**src/rtl/rf_access_ctrl_if.sv**
```systemverilog
// Requester-side bundle for one port of rf_access_ctrl: a request channel
// carrying read/write commands and a response channel returning read data.
interface rf_access_ctrl_if #(
    parameter int DATA_W = 32,
    parameter int ADDR_W = 4
);
    logic              req_valid;
    logic              req_ready;
    logic              req_we;
    logic [ADDR_W-1:0] req_addr;
    logic [DATA_W-1:0] req_wdata;
    logic              rsp_valid;
    logic              rsp_ready;
    logic [DATA_W-1:0] rsp_rdata;

    modport master (
        output req_valid, req_we, req_addr, req_wdata, rsp_ready,
        input  req_ready, rsp_valid, rsp_rdata
    );

    modport slave (
        input  req_valid, req_we, req_addr, req_wdata, rsp_ready,
        output req_ready, rsp_valid, rsp_rdata
    );
endinterface

```
**src/rtl/rf_access_ctrl.sv**
```systemverilog
// Round-robin two-port front end for the 16x32 register file: serialises
// accepted requests into single write or read cycles and returns read data.
module rf_access_ctrl #(
    parameter int DATA_W = 32,
    parameter int ADDR_W = 4
) (
    input  logic              clk,
    input  logic              rst,
    rf_access_ctrl_if.slave   port_a,
    rf_access_ctrl_if.slave   port_b,
    output logic              rf_read_en,
    output logic              rf_write_en,
    output logic [ADDR_W-1:0] rf_addr,
    output logic [DATA_W-1:0] rf_write_data,
    input  logic [DATA_W-1:0] rf_read_data
);

    typedef enum logic [1:0] {IDLE, WR, RD, RSP} state_t;

    state_t            state_q, state_d;
    logic              last_grant_q;
    logic              owner_q;
    logic              grant_a, grant_b;
    logic              sel_we;
    logic [ADDR_W-1:0] sel_addr;
    logic [DATA_W-1:0] sel_wdata;
    logic [ADDR_W-1:0] addr_q;
    logic [DATA_W-1:0] wdata_q;

    // Owner and last_grant encode A as 0 and B as 1; a tie goes to whichever
    // port did not win last time.
    always_comb begin
        grant_a = 1'b0;
        grant_b = 1'b0;
        if (!rst && state_q == IDLE) begin
            if (port_a.req_valid && port_b.req_valid) begin
                grant_a = last_grant_q;
                grant_b = !last_grant_q;
            end else begin
                grant_a = port_a.req_valid;
                grant_b = port_b.req_valid;
            end
        end
    end

    assign sel_we    = grant_b ? port_b.req_we    : port_a.req_we;
    assign sel_addr  = grant_b ? port_b.req_addr  : port_a.req_addr;
    assign sel_wdata = grant_b ? port_b.req_wdata : port_a.req_wdata;

    always_ff @(posedge clk) begin
        if (rst) begin
            state_q      <= IDLE;
            last_grant_q <= 1'b1;
            owner_q      <= 1'b0;
            addr_q       <= '0;
            wdata_q      <= '0;
        end else begin
            state_q <= state_d;
            if (grant_a || grant_b) begin
                owner_q      <= grant_b;
                last_grant_q <= grant_b;
                addr_q       <= sel_addr;
                if (sel_we) begin
                    wdata_q <= sel_wdata;
                end
            end
        end
    end

    // Everything visible to the requesters and the register file is masked
    // during reset so an in-flight write or read response is simply dropped.
    always_comb begin
        state_d          = state_q;
        rf_read_en       = 1'b0;
        rf_write_en      = 1'b0;
        port_a.req_ready = 1'b0;
        port_b.req_ready = 1'b0;
        port_a.rsp_valid = 1'b0;
        port_b.rsp_valid = 1'b0;
        if (!rst) begin
            unique case (state_q)
                IDLE: begin
                    port_a.req_ready = grant_a;
                    port_b.req_ready = grant_b;
                    if (grant_a || grant_b) begin
                        state_d = sel_we ? WR : RD;
                    end
                end
                WR: begin
                    rf_write_en = 1'b1;
                    state_d     = IDLE;
                end
                RD: begin
                    rf_read_en = 1'b1;
                    state_d    = RSP;
                end
                RSP: begin
                    port_a.rsp_valid = !owner_q;
                    port_b.rsp_valid = owner_q;
                    if (owner_q ? port_b.rsp_ready : port_a.rsp_ready) begin
                        state_d = IDLE;
                    end
                end
                default: state_d = IDLE;
            endcase
        end
    end

    assign rf_addr          = rst ? '0 : addr_q;
    assign rf_write_data    = rst ? '0 : wdata_q;
    assign port_a.rsp_rdata = rf_read_data;
    assign port_b.rsp_rdata = rf_read_data;

endmodule

```
**src/flat_wrapper.sv**
```systemverilog
// flat-port wrapper written by rule: the top's interface ports become plain ports
module rf_access_ctrl_flat 
#(
    parameter int DATA_W = 32,
    parameter int ADDR_W = 4
)
  (clk, rst, rf_read_en, rf_write_en, rf_addr, rf_write_data, rf_read_data, port_a_req_valid, port_a_req_we, port_a_req_addr, port_a_req_wdata, port_a_rsp_ready, port_a_req_ready, port_a_rsp_valid, port_a_rsp_rdata, port_b_req_valid, port_b_req_we, port_b_req_addr, port_b_req_wdata, port_b_rsp_ready, port_b_req_ready, port_b_rsp_valid, port_b_rsp_rdata);
  rf_access_ctrl_if #(.DATA_W(DATA_W), .ADDR_W(ADDR_W)) port_a_i ();
  rf_access_ctrl_if #(.DATA_W(DATA_W), .ADDR_W(ADDR_W)) port_b_i ();
  input  logic clk;
  input  logic rst;
  output logic rf_read_en;
  output logic rf_write_en;
  output logic [ADDR_W-1:0] rf_addr;
  output logic [DATA_W-1:0] rf_write_data;
  input  logic [DATA_W-1:0] rf_read_data;
  input wire logic [$bits(port_a_i.req_valid)-1:0] port_a_req_valid;
  input wire logic [$bits(port_a_i.req_we)-1:0] port_a_req_we;
  input wire logic [$bits(port_a_i.req_addr)-1:0] port_a_req_addr;
  input wire logic [$bits(port_a_i.req_wdata)-1:0] port_a_req_wdata;
  input wire logic [$bits(port_a_i.rsp_ready)-1:0] port_a_rsp_ready;
  output wire logic [$bits(port_a_i.req_ready)-1:0] port_a_req_ready;
  output wire logic [$bits(port_a_i.rsp_valid)-1:0] port_a_rsp_valid;
  output wire logic [$bits(port_a_i.rsp_rdata)-1:0] port_a_rsp_rdata;
  input wire logic [$bits(port_b_i.req_valid)-1:0] port_b_req_valid;
  input wire logic [$bits(port_b_i.req_we)-1:0] port_b_req_we;
  input wire logic [$bits(port_b_i.req_addr)-1:0] port_b_req_addr;
  input wire logic [$bits(port_b_i.req_wdata)-1:0] port_b_req_wdata;
  input wire logic [$bits(port_b_i.rsp_ready)-1:0] port_b_rsp_ready;
  output wire logic [$bits(port_b_i.req_ready)-1:0] port_b_req_ready;
  output wire logic [$bits(port_b_i.rsp_valid)-1:0] port_b_rsp_valid;
  output wire logic [$bits(port_b_i.rsp_rdata)-1:0] port_b_rsp_rdata;
  assign port_a_i.req_valid = port_a_req_valid;
  assign port_a_i.req_we = port_a_req_we;
  assign port_a_i.req_addr = port_a_req_addr;
  assign port_a_i.req_wdata = port_a_req_wdata;
  assign port_a_i.rsp_ready = port_a_rsp_ready;
  assign port_a_req_ready = port_a_i.req_ready;
  assign port_a_rsp_valid = port_a_i.rsp_valid;
  assign port_a_rsp_rdata = port_a_i.rsp_rdata;
  assign port_b_i.req_valid = port_b_req_valid;
  assign port_b_i.req_we = port_b_req_we;
  assign port_b_i.req_addr = port_b_req_addr;
  assign port_b_i.req_wdata = port_b_req_wdata;
  assign port_b_i.rsp_ready = port_b_rsp_ready;
  assign port_b_req_ready = port_b_i.req_ready;
  assign port_b_rsp_valid = port_b_i.rsp_valid;
  assign port_b_rsp_rdata = port_b_i.rsp_rdata;
  rf_access_ctrl #(.DATA_W(DATA_W), .ADDR_W(ADDR_W)) u_core (.clk(clk), .rst(rst), .port_a(port_a_i), .port_b(port_b_i), .rf_read_en(rf_read_en), .rf_write_en(rf_write_en), .rf_addr(rf_addr), .rf_write_data(rf_write_data), .rf_read_data(rf_read_data));
endmodule
```
**config.mk**
```make
export PLATFORM = sky130hd
export DESIGN_NAME = rf_access_ctrl_flat
export DESIGN_NICKNAME = d
export VERILOG_FILES = /design/src/rtl/rf_access_ctrl_if.sv /design/src/rtl/rf_access_ctrl.sv /design/src/flat_wrapper.sv
export SDC_FILE = /design/constraint.sdc
export NUM_CORES = 1
export LEC_CHECK = 0
export ABC_AREA = 1
export CORE_AREA = 2 2 85 87
export CTS_CLUSTER_SIZE = 25
export DETAILED_ROUTE_END_ITERATION = 12
export DIE_AREA = 0 0 87 89
export DONT_BUFFER_PORTS = 1
export PLACE_DENSITY = 0.6
export SYNTH_ARGS = -nofsm -noshare
export SYNTH_HDL_FRONTEND = slang
export SYNTH_SLANG_ARGS = --single-unit
```
**constraint.sdc**
```tcl
create_clock -name clk -period 2.1 [get_ports clk]
set_input_delay 0.21 -clock clk [delete_from_list [all_inputs] [get_ports clk]]
set_output_delay 0.21 -clock clk [all_outputs]
set_load 0.05 [all_outputs]
```
# ---- Word-level counts from Yosys, hierarchy flattened
# Index checks and enable logic that the tools add are counted.
dict set report classes {
  mux 26
  reduce_logical 9
  n_eq_ne 5
}
# operator n
set ops {}
lappend ops {{$mux W32} 2}
lappend ops {{$mux W1} 18}
lappend ops {{$mux W4} 2}
lappend ops {{$pmux W2 S4} 1}
lappend ops {{$mux W2} 3}
lappend ops {{$eq A2 B2 Y1 const B} 2}
lappend ops {{$reduce_and A2 Y1} 2}
lappend ops {{$logic_not A1 Y1} 3}
lappend ops {{$eq A2 B1 Y1 const B} 1}
lappend ops {{$logic_and A1 B1 Y1} 2}
lappend ops {{$logic_not A2 Y1} 1}
lappend ops {{$ne A2 B1 Y1 const B} 1}
lappend ops {{$ne A2 B2 Y1 const B} 1}
lappend ops {{$logic_or A1 B1 Y1} 1}
dict set report word_totals {
  inputBits 112
  word_cells 45
  register_bits 40
}

# ---- Depth between registers and ports, before layout
dict set report depth {
  depth_word 7
  ltp_mapped 10
  depth_no_buf 9
}

# ---- Least setup slack after synthesis
# No wires, ideal clock.
dict set report synth_path {
  path_kind {input port to output port}
  from {input port rst}
  to {output port rf_read_en}
  cell_stages 3
  slack_ns 0.224
  required_time_ns 1.890
  t_arrival_ns 1.666
  path_cell_list {buf_2 > buf_1 > nor3_1}
}
dict set report synth_between {
  elab_chain_len 1
}
# item line_no
set synth_rtl {}
lappend synth_rtl {{from (decl)} flat_wrapper.sv:11} ;# input logic rst;
lappend synth_rtl {{$mux W1} rf_access_ctrl.sv:80} ;# if (!rst) begin
lappend synth_rtl {{to (decl)} flat_wrapper.sv:12} ;# output logic rf_read_en;
# No other way between the ends.

# ---- Worst setup path in the final report
dict set report layout_path {
  from {register u_core.state_q[0]}
  to {output port port_b_req_ready}
}
dict set report layout_between {
  elab_chain_len 5
}
# item line_no
set layout_rtl {}
lappend layout_rtl {{from (decl)} rf_access_ctrl.sv:20} ;# state_t state_q, state_d;
lappend layout_rtl {{from (signal assigned)} rf_access_ctrl.sv:58} ;# state_q <= state_d;
lappend layout_rtl {{$logic_not A2 Y1 (*)} {rf_access_ctrl.sv:35, rf_access_ctrl.sv:81}}
lappend layout_rtl {{$logic_and A1 B1 Y1} rf_access_ctrl.sv:35} ;# if (!rst && state_q == IDLE) begin
lappend layout_rtl {{$mux W1} rf_access_ctrl.sv:35}
lappend layout_rtl {{$mux W1 (*)} rf_access_ctrl.sv:81} ;# unique case (state_q)
lappend layout_rtl {{$mux W1 (*)} rf_access_ctrl.sv:80}
lappend layout_rtl {{to (decl)} flat_wrapper.sv:30} ;# output wire logic [$bits(port_b_i.req_ready)-1:0] port_b_req_ready;
# Mark *: on every way between the ends. The rest lies on a longest branch, timed or not.

==> flow_summary.ini <==
[global_route]
grt-ovfl-total = 0
gr-usage-all-layers_pct = 15.2
grt_max_degree = 44
grt_pass1_vias = 2068
antenna_found_initial = 0
grt_first_pass_wirelength_um = 9250

[drt]
routed.top_layer = met4
met1_length_um = 2680
wl_met3_um = 551
wl_per_cell_um = 11.3
antenna_left = 0
routed_wl_um = 6100
drt_iter0_drc = 65
via_count = 2459
drt-pass1-iter-count = 4
met2_length_um = 2780
drc = 0
viasPerCell = 4.57

[floorplanning]
die_h_um = 89
die_x_um = 87
die_area_mm2 = 0.00774
num_rows = 30
io_pins = 218
core-area_mm2 = 0.00672
initial_core_util_pct = 42.2

[power_and_ir_drop]
p_sw_mw = 1.01
power_frac_clock_pct = 22.1
vdd_ir_drop_max_mv = 0.319
power.total_mw = 2.49
pwr-share-comb_pct = 40.4
seq_power_share_pct = 37.4
internal_power_mw = 1.48
p_leak_nw = 1.65
power.density_mw_per_mm2 = 885
switching_share_pct = 40.4

[clock_network]
cts_buffer_depth = 2
htree_levels = 2
cts_made_buffers = 5
cts-root-buf = clkbuf_8
ctsResizeCount = 0
clk_pin_slew_worst_paths_ps = 80
cts_setup_buffers = 0
cts_tree = built
clk_latency_ps = 290
clock-sinks = 40

[cells_and_area]
final_core_util_pct = 41.8
diodes = 0
area_growth_pct = -0.838
stdcell_count = 538
drive_gt1_share_pct = 14.2
final_area_mm2 = 0.00281
final_nets = 570

[place]
port_buffers = 0
gp_congestion = 0.773
pre_cts_ws_ps = 518
dpl_cell_area_mm2 = 0.00271
dp_hpwl_um = 4270
dpl.cell_count = 530

[synth]
ys_types = 21
yosysSeqAreaShare_pct = 28.2
syn_inst = 490
syn_avg_cell_area_um2 = 5.79
synthesis.nets = 602
syn_area_mm2 = 0.00284
yosys_warnings = 0
ys_ff_latch = 40

[worst_setup_path]
path_max_fanout = 21
reg2reg_from = u_core.state_q[0]$_SDFFE_PP0P_
startpoint = u_core.state_q[0]$_SDFFE_PP0P_
cp-start-kind = flip-flop
arrival_ps = 1530
critPathCaptureType = output pin
required_ps = 1890
cp_slowest_cell = dfxtp_1
slowest_delay_ps = 360
critPathKind = flip-flop to output pin
cp_cell_sequence = inv_1, nand2_2, nor2_4, nand2_4, inv_2, buf_12

[sta]
fin_ws_ps = 364
skew_ps = 4.18
finalHoldViolCount = 0
whs_ps = 134
fmax_ghz = 0.576
rsz0062_at_grt = false
finalSetupViolations = 0
setup_tns_ps = 0
final.min_clock_period_ps = 1740
worstMarginPinSlew_ps = 400
slew_headroom_pct = 73.4
slew_violations = 0
finalCritPeriodShare_pct = 82.7

[min_path]
hp-start = rst
worst_hold_path_type = input pin to flip-flop

[outcome]
outcome = finished, final reports clean

[job]
max_cap_viol_count = 0
## cells by family after synthesis
logic type / Yosys count / synth area share, %
flip-flops: 40 / 28.2
AND/OR/NAND/NOR: 309 / 43.2
AO/OA/AOI/OAI: 6 / 1.28
buffers and inverters: 135 / 27.2
## what timing repair did
| action | in CTS | in global routing |
|---|---|---|
| endpoints found under the setup margin | 0 | 0 |
| hold endpoints to repair | 1 | 0 |
| hold buffers | 1 | 0 |
## critical path: cells and delay by family (launching register included)
family	cells	cell delay, ps
buf+inv	3	590
simple gates	3	280
flops	1	360
## power groups by stage
stage	sequential [mW]	combinational, mW	clock [mW]
detailed placement	0.947	1.01	0
global route	0.943	1.13	0.611
CTS	0.929	1.02	0.579
floorplan	0.939	1.15	0
global placement	0.944	0.998	0
finish	0.930	1.01	0.551
## per-layer routing
| metal | GRT usage [%] | up-vias |
|---|---|---|
| met4 | 6.11 | 0 |
| met3 | 5.36 | 12 |
| met1 | 18.4 | 1023 |
| met5 | 0 | - |
| met2 | 24.6 | 124 |
| li1 | - | 1300 |
## cells in the mapped netlist
cell type | instances | share of area (%)
nand2_1 | 177 | 23
nor2_1 | 107 | 14
buf_4 | 68 | 18
inv_1 | 46 | 6.1
dfxtp_1 | 40 | 28
nand3_1 | 13 | 2.3
buf_2 | 8 | 1.4
clkbuf_1 | 6 | 0.79
buf_1 | 4 | 0.53
nor3_1 | 4 | 0.71
inv_2 | 3 | 0.40
nand2_2 | 3 | 0.66
a21oi_1 | 2 | 0.35
o21ai_0 | 2 | 0.35
a21oi_2 | 1 | 0.31
nand2_4 | 1 | 0.40
nand3_2 | 1 | 0.35
nand3_4 | 1 | 0.62
nor2_2 | 1 | 0.22
nor2_4 | 1 | 0.40
o211ai_1 | 1 | 0.26
## final timing paths
| path | endpoint | slack (ps) | cells after the start |
|---|---|---|---|
| worst min register to register | u_core.owner_q$_SDFFE_PP0P_ | 520 | 2 |
| worst max register to register | u_core.wdata_q[26]$_SDFFE_PP0P_ | 520 | 10 |
| worst max-delay path | port_b_req_ready | 360 | 6 |
| worst min-delay path | u_core.owner_q$_SDFFE_PP0P_ | 130 | 3 |
## registers in the layout, summed over array words and instances, names as in the netlist
register / flops
u_core.wdata_q: 32
u_core.addr_q: 4
u_core.state_q: 2
u_core.last_grant_q: 1
u_core.owner_q: 1
## cells in the final DEF, fill, tap and decap left out
| cell | Yosys | final |
|---|---|---|
| a21oi_1 | 2 | 2 |
| a21oi_2 | 1 | 1 |
| buf_12 | 0 | 1 |
| buf_4 | 68 | 45 |
| clkbuf_8 | 0 | 7 |
| dfxtp_1 | 40 | 40 |
| dlygate4sd3_1 | 0 | 1 |
| inv_1 | 46 | 46 |
| inv_2 | 3 | 3 |
| nand2_1 | 177 | 177 |
| nand2_2 | 3 | 3 |
| nand2_4 | 1 | 1 |
| nand3_1 | 13 | 13 |
| nand3_2 | 1 | 1 |
| nand3_4 | 1 | 1 |
| nor2_1 | 107 | 107 |
| nor2_2 | 1 | 1 |
| nor2_4 | 1 | 1 |
| nor3_1 | 4 | 4 |
| o211ai_1 | 1 | 1 |
| o21ai_0 | 2 | 2 |
## final cells by class
cell class / instances / area, um^2
fill: 731 / 3910
multi-input combinational: 315 / 1260
sequential: 40 / 801
clock buffer: 7 / 96.3
inverter: 49 / 184
timing repair buffer: 47 / 368
tap: 80 / 100
No activity file was read; power rests on OpenSTA's default activity.
